===== src/rtl/game_timer_ctrl.sv =====
// Countdown timer and score-sum controller shared by every timed game mode.
// Sums NUM_CH score channels, grants milestone/reward time bonuses, handles pause/stop and latches the final score.
module game_timer_ctrl #(
  parameter int NUM_CH          = 4,
  parameter int SCORE_W         = 7,
  parameter int TIMER_W         = 6,
  parameter int TIMER_INIT      = 16,
  parameter int TIMER_MAX       = 16,
  parameter int TICK_DIV        = 50000000,
  parameter int MILESTONE_STEP  = 5,
  parameter int MILESTONE_BONUS = 1,
  parameter int REWARD_BONUS    = 3,
  localparam int SUM_W          = SCORE_W + $clog2(NUM_CH)
) (
  input  logic                      clk,
  input  logic                      rst_n,
  input  logic                      enable_game,
  input  logic                      btn_stop,
  input  logic                      btn_pause,
  input  logic                      btn_return,
  input  logic [NUM_CH*SCORE_W-1:0] score_in,
  input  logic                      reward_addtime,
  output logic [TIMER_W-1:0]        timer,
  output logic [15:0]               seg_out,
  output logic [15:0]               led_out,
  output logic                      gameover,
  output logic [SUM_W-1:0]          score_final,
  output logic [1:0]                state
);

  localparam int TICK_W = (TICK_DIV > 1) ? $clog2(TICK_DIV) : 1;
  localparam int MS_W   = SUM_W + $clog2(MILESTONE_STEP + 1) + 1;
  localparam int EXT_W  = TIMER_W + 2;

  localparam logic [1:0] ST_IDLE  = 2'b00;
  localparam logic [1:0] ST_RUN   = 2'b01;
  localparam logic [1:0] ST_PAUSE = 2'b10;
  localparam logic [1:0] ST_OVER  = 2'b11;

  logic [1:0]         r_state, w_state_d;
  logic [TIMER_W-1:0] r_timer, w_timer_d;
  logic [TICK_W-1:0]  r_tick, w_tick_d, w_run_tick;
  logic [MS_W-1:0]    r_next_ms, w_next_ms_d;
  logic [SUM_W-1:0]   r_sum, w_sum_d, w_sum_in;
  logic [SUM_W-1:0]   r_final, w_final_d;
  logic               r_gameover, w_gameover_d;
  logic               r_reward_q;
  logic [15:0]        r_seg, r_led, w_led_d;
  logic               w_dec, w_ms_hit, w_rew_edge;
  logic [EXT_W-1:0]   w_bonus, w_raised, w_capped, w_run_timer;

  always_comb begin
    w_sum_in = '0;
    for (int i = 0; i < NUM_CH; i++) begin
      w_sum_in = w_sum_in + SUM_W'(score_in[i*SCORE_W +: SCORE_W]);
    end
  end

  // Candidate timer/tick for a RUN cycle: bonuses saturate at TIMER_MAX before the tick decrement.
  always_comb begin
    w_rew_edge = reward_addtime & ~r_reward_q;
    w_ms_hit   = (MS_W'(r_sum) >= r_next_ms);
    w_dec      = (r_tick == TICK_W'(TICK_DIV - 1));
    w_run_tick = w_dec ? '0 : r_tick + TICK_W'(1);
    if (r_timer != '0) begin
      w_bonus = (w_ms_hit ? EXT_W'(MILESTONE_BONUS) : EXT_W'(0)) +
                (w_rew_edge ? EXT_W'(REWARD_BONUS) : EXT_W'(0));
    end else begin
      w_bonus = '0;
    end
    w_raised = EXT_W'(r_timer) + w_bonus;
    w_capped = (w_raised > EXT_W'(TIMER_MAX)) ? EXT_W'(TIMER_MAX) : w_raised;
    if (w_dec && (w_capped != '0)) begin
      w_run_timer = w_capped - EXT_W'(1);
    end else begin
      w_run_timer = w_capped;
    end
  end

  always_comb begin
    w_state_d    = r_state;
    w_timer_d    = r_timer;
    w_tick_d     = r_tick;
    w_next_ms_d  = r_next_ms;
    w_sum_d      = r_sum;
    w_final_d    = r_final;
    w_gameover_d = r_gameover;
    case (r_state)
      ST_IDLE: begin
        w_timer_d    = TIMER_W'(TIMER_INIT);
        w_tick_d     = '0;
        w_gameover_d = 1'b0;
        if (enable_game) begin
          w_state_d   = ST_RUN;
          w_next_ms_d = MS_W'(MILESTONE_STEP);
          w_sum_d     = w_sum_in;
          w_final_d   = '0;
        end else if (btn_return) begin
          w_sum_d = '0;
        end else begin
          w_sum_d = r_sum;
        end
      end
      ST_RUN: begin
        w_sum_d = w_sum_in;
        if (!enable_game) begin
          w_state_d    = ST_IDLE;
          w_timer_d    = TIMER_W'(TIMER_INIT);
          w_tick_d     = '0;
          w_gameover_d = 1'b0;
        end else if (btn_stop || (w_run_timer == '0)) begin
          w_state_d    = ST_OVER;
          w_timer_d    = TIMER_W'(TIMER_INIT);
          w_tick_d     = '0;
          w_final_d    = w_sum_in;
          w_gameover_d = 1'b1;
        end else begin
          w_timer_d   = TIMER_W'(w_run_timer);
          w_tick_d    = w_run_tick;
          w_next_ms_d = w_ms_hit ? (r_next_ms + MS_W'(MILESTONE_STEP)) : r_next_ms;
          w_state_d   = btn_pause ? ST_PAUSE : ST_RUN;
        end
      end
      ST_PAUSE: begin
        w_sum_d = w_sum_in;
        if (!enable_game) begin
          w_state_d    = ST_IDLE;
          w_timer_d    = TIMER_W'(TIMER_INIT);
          w_tick_d     = '0;
          w_gameover_d = 1'b0;
        end else if (btn_stop) begin
          w_state_d    = ST_OVER;
          w_timer_d    = TIMER_W'(TIMER_INIT);
          w_tick_d     = '0;
          w_final_d    = w_sum_in;
          w_gameover_d = 1'b1;
        end else if (btn_pause) begin
          w_state_d = ST_RUN;
        end else begin
          w_state_d = ST_PAUSE;
        end
      end
      ST_OVER: begin
        if (!enable_game) begin
          w_state_d    = ST_IDLE;
          w_gameover_d = 1'b0;
        end else begin
          w_state_d = ST_OVER;
        end
      end
      default: begin
        w_state_d    = ST_IDLE;
        w_timer_d    = TIMER_W'(TIMER_INIT);
        w_tick_d     = '0;
        w_gameover_d = 1'b0;
      end
    endcase
  end

  // LED thermometer follows the next timer value so it lines up with the timer register.
  always_comb begin
    w_led_d = '0;
    for (int i = 0; i < 16; i++) begin
      w_led_d[i] = (int'(w_timer_d) > i) && (i < TIMER_MAX);
    end
  end

  // State and datapath registers; every output is driven directly from a flop.
  always_ff @(posedge clk) begin
    if (!rst_n) begin
      r_state    <= ST_IDLE;
      r_timer    <= TIMER_W'(TIMER_INIT);
      r_tick     <= '0;
      r_next_ms  <= MS_W'(MILESTONE_STEP);
      r_sum      <= '0;
      r_final    <= '0;
      r_gameover <= 1'b0;
      r_reward_q <= 1'b0;
      r_seg      <= '0;
      r_led      <= '0;
    end else begin
      r_state    <= w_state_d;
      r_timer    <= w_timer_d;
      r_tick     <= w_tick_d;
      r_next_ms  <= w_next_ms_d;
      r_sum      <= w_sum_d;
      r_final    <= w_final_d;
      r_gameover <= w_gameover_d;
      r_reward_q <= reward_addtime;
      r_seg      <= 16'(w_sum_d);
      r_led      <= w_led_d;
    end
  end

  assign state       = r_state;
  assign timer       = r_timer;
  assign seg_out     = r_seg;
  assign led_out     = r_led;
  assign gameover    = r_gameover;
  assign score_final = r_final;

endmodule


===== config.mk =====
export PLATFORM = sky130hd
export DESIGN_NAME = game_timer_ctrl
export DESIGN_NICKNAME = d
export VERILOG_FILES = /design/src/rtl/game_timer_ctrl.sv
export SDC_FILE = /design/constraint.sdc
export NUM_CORES = 1
export LEC_CHECK = 0
export ABC_AREA = 1
export CORE_AREA = 2 2 99 101
export DETAILED_ROUTE_END_ITERATION = 12
export DIE_AREA = 0 0 101 103
export PLACE_DENSITY = 0.85
export SETUP_SLACK_MARGIN = 0.2
export SLEW_MARGIN = 15
export SYNTH_ARGS = -nofsm -noshare
export SYNTH_HDL_FRONTEND = slang
export SYNTH_SLANG_ARGS = --single-unit

===== constraint.sdc =====
create_clock -name clk -period 9.2 [get_ports clk]
set_input_delay 0.92 -clock clk [delete_from_list [all_inputs] [get_ports clk]]
set_output_delay 0.92 -clock clk [all_outputs]
set_load 0.005 [all_outputs]

## After elaboration in Yosys (flattened, before gate mapping)

Cells that the tools add are included.
W data, S select, Z words.

| cells by class | value |
|---|---|
| add/subtract/negate cells | 8 |
| order comparisons | 18 |
| equality and inequality tests | 14 |
| muxes and demuxes | 45 |
| bitwise operators | 2 |
| reductions and logical operators | 13 |

Operator list:

| cell | count |
|---|---|
| $mux W26 | 5 |
| $pmux W26 S3 | 1 |
| $mux W9 | 7 |
| $mux W13 | 4 |
| $gt A6 B4 Y1 const B | 8 |
| $pmux W9 S3 | 1 |
| $add A26 B1 Y26 const B | 1 |
| $eq A26 B26 Y1 const B | 1 |
| $pmux W13 S2 | 1 |
| $gt A6 B3 Y1 const B | 4 |
| $mux W6 | 4 |
| $mux W2 | 9 |
| $pmux W6 S3 | 1 |
| $pmux W9 S2 | 1 |
| $mux W8 | 2 |
| $ne A2 B2 Y1 const B | 8 |
| $add A13 B3 Y13 const B | 1 |
| $ge A9 B13 Y1 | 1 |
| $gt A6 B1 Y1 const B | 2 |
| $gt A6 B2 Y1 const B | 2 |
| $add A8 B7 Y9 | 1 |
| $add A9 B7 Y9 | 1 |
| $add A6 B8 Y8 | 1 |
| $add A7 B7 Y8 | 1 |
| other kinds (25) | 32 |

| word-level totals | value |
|---|---|
| flip-flop bits (word level) | 90 |
| bits of input ports | 35 |
| output and inout port bits | 50 |

## Longest topological paths before layout

| depth | value |
|---|---|
| word-level depth | 17 |
| depth in mapped cells | 39 |

## Worst setup path before layout

No wires, ideal clock.

| path | value |
|---|---|
| path type | register to register |
| start point | reg r_next_ms[2] |
| end point | reg r_next_ms[2] |
| library setup time | 0.123 ns |
| arrival time | 4.392 ns |
| data required time | 9.077 ns |
| setup slack | 4.686 ns |
| stages on the path, launching flop included | 35 |
| period minus slack after synthesis | 4.514 ns |
| path through | dfxtp_1 > inv_1 > ha_1 > nand4_1 > or4_1 > nand3_1 > inv_1 > ha_1 > inv_1 > nand2_1 > inv_1 > ha_1 > fa_1 > nand2_1 > nand2_1 > nand2_1 > nor2_2 > inv_1 > nand2_2 > nor2_4 > nand2_2 > ha_1 > nand4_4 > nand2_1 > inv_1 > nand2_1 > nand2_1 > nand2_2 > nand3_2 > nand3_2 > a21oi_4 > inv_2 > buf_6 > o21ai_1 > nand3_1 |

| on the way | value |
|---|---|
| longest elaborated chain between the ends | 14 |
| elaborated cells on any way between the ends | 21 |
| those cells by class | add/sub (4); order compare (2); eq/ne (2); mux (8); reduce/logical (5) |

RTL lines:

| what | line | RTL |
|---|---|---|
| start: declaration | 43 | `logic [MS_W-1:0] r_next_ms, w_next_ms_d;` |
| start signal: assignment | 174 | `r_next_ms <= MS_W'(MILESTONE_STEP);` |
| start signal: assignment | 185 | `r_next_ms <= w_next_ms_d;` |
| branches (longest 14 deep; another with $ge A9 B13 Y1) | -- |  |

Several ways; the timed one is not identified. The select of a mux whose other input is x is not followed.
A chain may end at the register's enable or synchronous reset.

## Worst setup path in the final report

| path | value |
|---|---|
| start point | reg r_next_ms[3] |
| end point | reg r_next_ms[7] |

The elaborated chain is that of the path after synthesis.

==> impl_metrics.py <==
metrics = {
    "status": {
        "status": "finished clean",
    },
    "setup_path": {
        "crit_buf_inv": 6,
        "cpMostUsedCell": "nand2_1",
        "critPathSlowestCell": "or4_1",
        "cp-start-kind": "flip-flop",
        "path_class": "flip-flop to flip-flop",
        "cpLargestDelayFamily": "simple AND/OR/NAND/NOR gates",
        "rr_endpoint": "r_next_ms[7]$_SDFFE_PN0P_",
        "cp-end-kind": "flip-flop",
        "r2r_slack_ns": 3.93,
        "cp.arrival_ns": 5.57,
        "required_ns": 9.50,
        "slowest_delay_ns": 0.51,
        "r2r_cells": 32,
        "path_depth": 32,
        "reg2reg_from": "r_next_ms[3]$_SDFFE_PN0P_",
        "worst-path-max-fanout": 12,
    },
    "routing": {
        "wl_per_cell_um": 13.4,
        "drtAntennaViolNets": 0,
        "vias": 5153,
        "top_layer": "met4",
        "dr_wl_met3_um": 719,
        "wirelength_um": 12800,
        "routed_via_density": 5.40,
        "met1_length_um": 5500,
        "dr.pass1.iters": 5,
        "drc_errors": 0,
        "drtIter0Drc": 223,
        "wl_met2_um": 6360,
    },
    "finish": {
        "final_area_sq_um": 6380,
        "areaGrowthSynthToFinish_pct": 18.7,
        "fin_cells": 955,
        "sequential_cell_area_sq_um": 1660,
        "fin_util_pct": 67.5,
        "final_common_cell": "nand2_1",
        "layout-drive-gt1-share_pct": 5.95,
        "n_antenna_cell": 0,
        "multi_input_area_sq_um": 3180,
        "fill_cells": 815,
        "layout_common_cells": "nand2_1 (162), inv_1 (103), nor2_1 (85)",
        "nNetsFinal": 918,
    },
    "clock_network": {
        "cts_tree": "done",
        "clkTransAtPathRegs_ns": 0.09,
        "cts_resized": 0,
        "numClockSinks": 83,
        "root_buffer": "clkbuf_8",
        "clk_latency_ns": 0.37,
        "post_cts_buffers": 0,
        "htree_levels": 3,
        "cts_buffers": 9,
        "cts_buffer_depth": 2,
        "postCtsHoldBufs": 0,
    },
    "die": {
        "initial_core_util_pct": 56.8,
        "boundaryPins": 85,
        "coreArea_sq_um": 9460,
        "die_w_um": 101,
        "die_h_um": 103,
        "die_area_sq_um": 10400,
        "row_count": 36,
    },
    "power": {
        "power_frac_seq_pct": 38.3,
        "p_clk_share_pct": 27.5,
        "power_frac_comb_pct": 34.2,
        "p_leak_nw": 2.76,
        "ir_drop_mv": 0.105,
        "p_int_uw": 700,
        "power_switching_share_pct": 33.9,
        "p_switching_uw": 359,
        "p_per_area_nw_per_um2": 166,
    },
    "run": {
        "drv_cap": 0,
    },
    "yosys": {
        "syn-cell-area_sq_um": 5380,
        "synth_edf_count": 0,
        "synth.distinct_cells": 41,
        "async_flop_share_pct": 0,
        "synth_flop_cell": "dfxtp_1",
        "avgSynthCellArea_sq_um": 7.00,
        "yosysWarnings": 0,
        "ys_ff_latch": 83,
        "synth-seq-area-share_pct": 30.9,
        "syn_inst": 768,
    },
    "sta": {
        "worst_slew_pin_slew_ns": 0.866,
        "slew_violations": 0,
        "fin_skew_ns": 0.0137,
        "max_freq_ghz": 0.190,
        "rsz0062_at_grt": "no",
        "timing.final.crit_share_pct": 57.2,
        "fin_crit_ns": 5.27,
        "worst_hold_slack_ns": 0.470,
        "final-hold-violation-count": 0,
        "relSlewSlack_pct": 42.2,
        "timing.setup.tns_ns": 0,
        "setup_violations": 0,
    },
    "global_route": {
        "gr-total-overflow": 0,
        "grt_max_degree": 51,
        "grt_pass1_vias": 5005,
        "antenna_found_initial": 0,
        "grt_pass1_wl_um": 21800,
        "grtUsageTotal_pct": 25.9,
    },
    "placed_design": {
        "dp_cells": 940,
        "dp_hpwl_um": 9840,
        "port_buffers": 77,
        "dpl_cell_area_sq_um": 6170,
        "gp_congestion": 0.909,
    },
    "min_path": {
        "holdPathStages": 2,
        "min_to": "score_final[2]$_SDFFE_PN0P_",
        "min_path_type": "flip-flop to flip-flop",
        "min_from": "score_final[2]$_SDFFE_PN0P_",
    },
}
how the worst max path moves through the flow:
stage	from	end	slack [ns]
after floorplan	r_next_ms[2]$_SDFFE_PN1P_	r_next_ms[2]$_SDFFE_PN1P_	4.69
after global placement	r_next_ms[2]$_SDFFE_PN1P_	r_next_ms[2]$_SDFFE_PN1P_	4.27
after detailed placement	r_next_ms[2]$_SDFFE_PN1P_	r_next_ms[7]$_SDFFE_PN0P_	4.00
after CTS	r_next_ms[2]$_SDFFE_PN1P_	r_next_ms[7]$_SDFFE_PN0P_	3.96
after global routing	r_next_ms[4]$_SDFFE_PN0P_	r_next_ms[6]$_SDFFE_PN0P_	3.44
final	r_next_ms[3]$_SDFFE_PN0P_	r_next_ms[7]$_SDFFE_PN0P_	3.93
per-stage QoR:
| step | setup WS (ns) | power, mW |
|---|---|---|
| after detailed placement | 4.00 | 0.770 |
| final | 3.93 | 1.06 |
| after global placement | 4.27 | 0.756 |
| after global routing | 3.44 | 1.13 |
| after CTS | 3.96 | 1.06 |
| after floorplan | 4.69 | 0.649 |
registers in the layout (all words and copies together) (netlist names):
signal,flops
score_final,9
led_out,16
seg_out,9
r_reward_q,1
timer,6
r_tick,26
gameover,1
state,2
r_next_ms,13
routing by layer:
layer | global-route usage [%] | vias to the layer above
met5 | 0 | -
met4 | 9.36 | 0
met3 | 5.42 | 23
met2 | 45.3 | 147
met1 | 31.7 | 2381
li1 | - | 2602
tightest hold or removal path, cell delays in order (launching register included):
cell     delay [ns]
dfxtp_1        0.31
nand2_1        0.06
a21oi_1        0.06
final cells by class:
type	count	share of cell area [%]
clock buffers	11	2.21
inverters	107	6.29
clock inverters	4	1.18
flip-flops and latches	83	26.0
repair buffers	78	12.2
multi-input cells	558	49.9
well taps	114	2.23
cell usage after synthesis, types with 6 or more instances:
cell      instances  share of area [%]
a21oi_1          67                6.2
buf_4             8                1.1
clkbuf_1         12               0.84
dfxtp_1          83                 31
fa_1             15                5.6
ha_1             31                7.2
inv_1           103                7.2
nand2_1         162                 11
nand2_2          15                1.7
nand3_1          51                4.7
nand4_1          26                3.0
nor2_1           85                5.9
nor3_1           16                1.5
nor4_1            6               0.70
o21ai_0          17                1.6
o21ai_1           8               0.74
xor2_1           15                2.4
logic make-up (layout without fill, tap and decap cells):
logic type	Yosys count	after routing	share of synthesized area, %
AOI/OAI and AO/OA	107	107	10.8
other	1	7	0.0697
buffers and inverters	133	200	10.3
DFF	83	83	30.9
xor gates and xnor gates	20	20	3.26
adders and majority gates	46	46	12.8
and+or+nand+nor	378	378	31.8
power groups by stage:
stage	Clock (mW)	Combinational, mW	Sequential (mW)
floorplan	0	0.238	0.411
global placement	0	0.343	0.413
detailed placement	0	0.356	0.413
CTS	0.297	0.361	0.405
global route	0.310	0.409	0.409
finish	0.291	0.362	0.406
No activity file was read; power rests on OpenSTA's default activity.
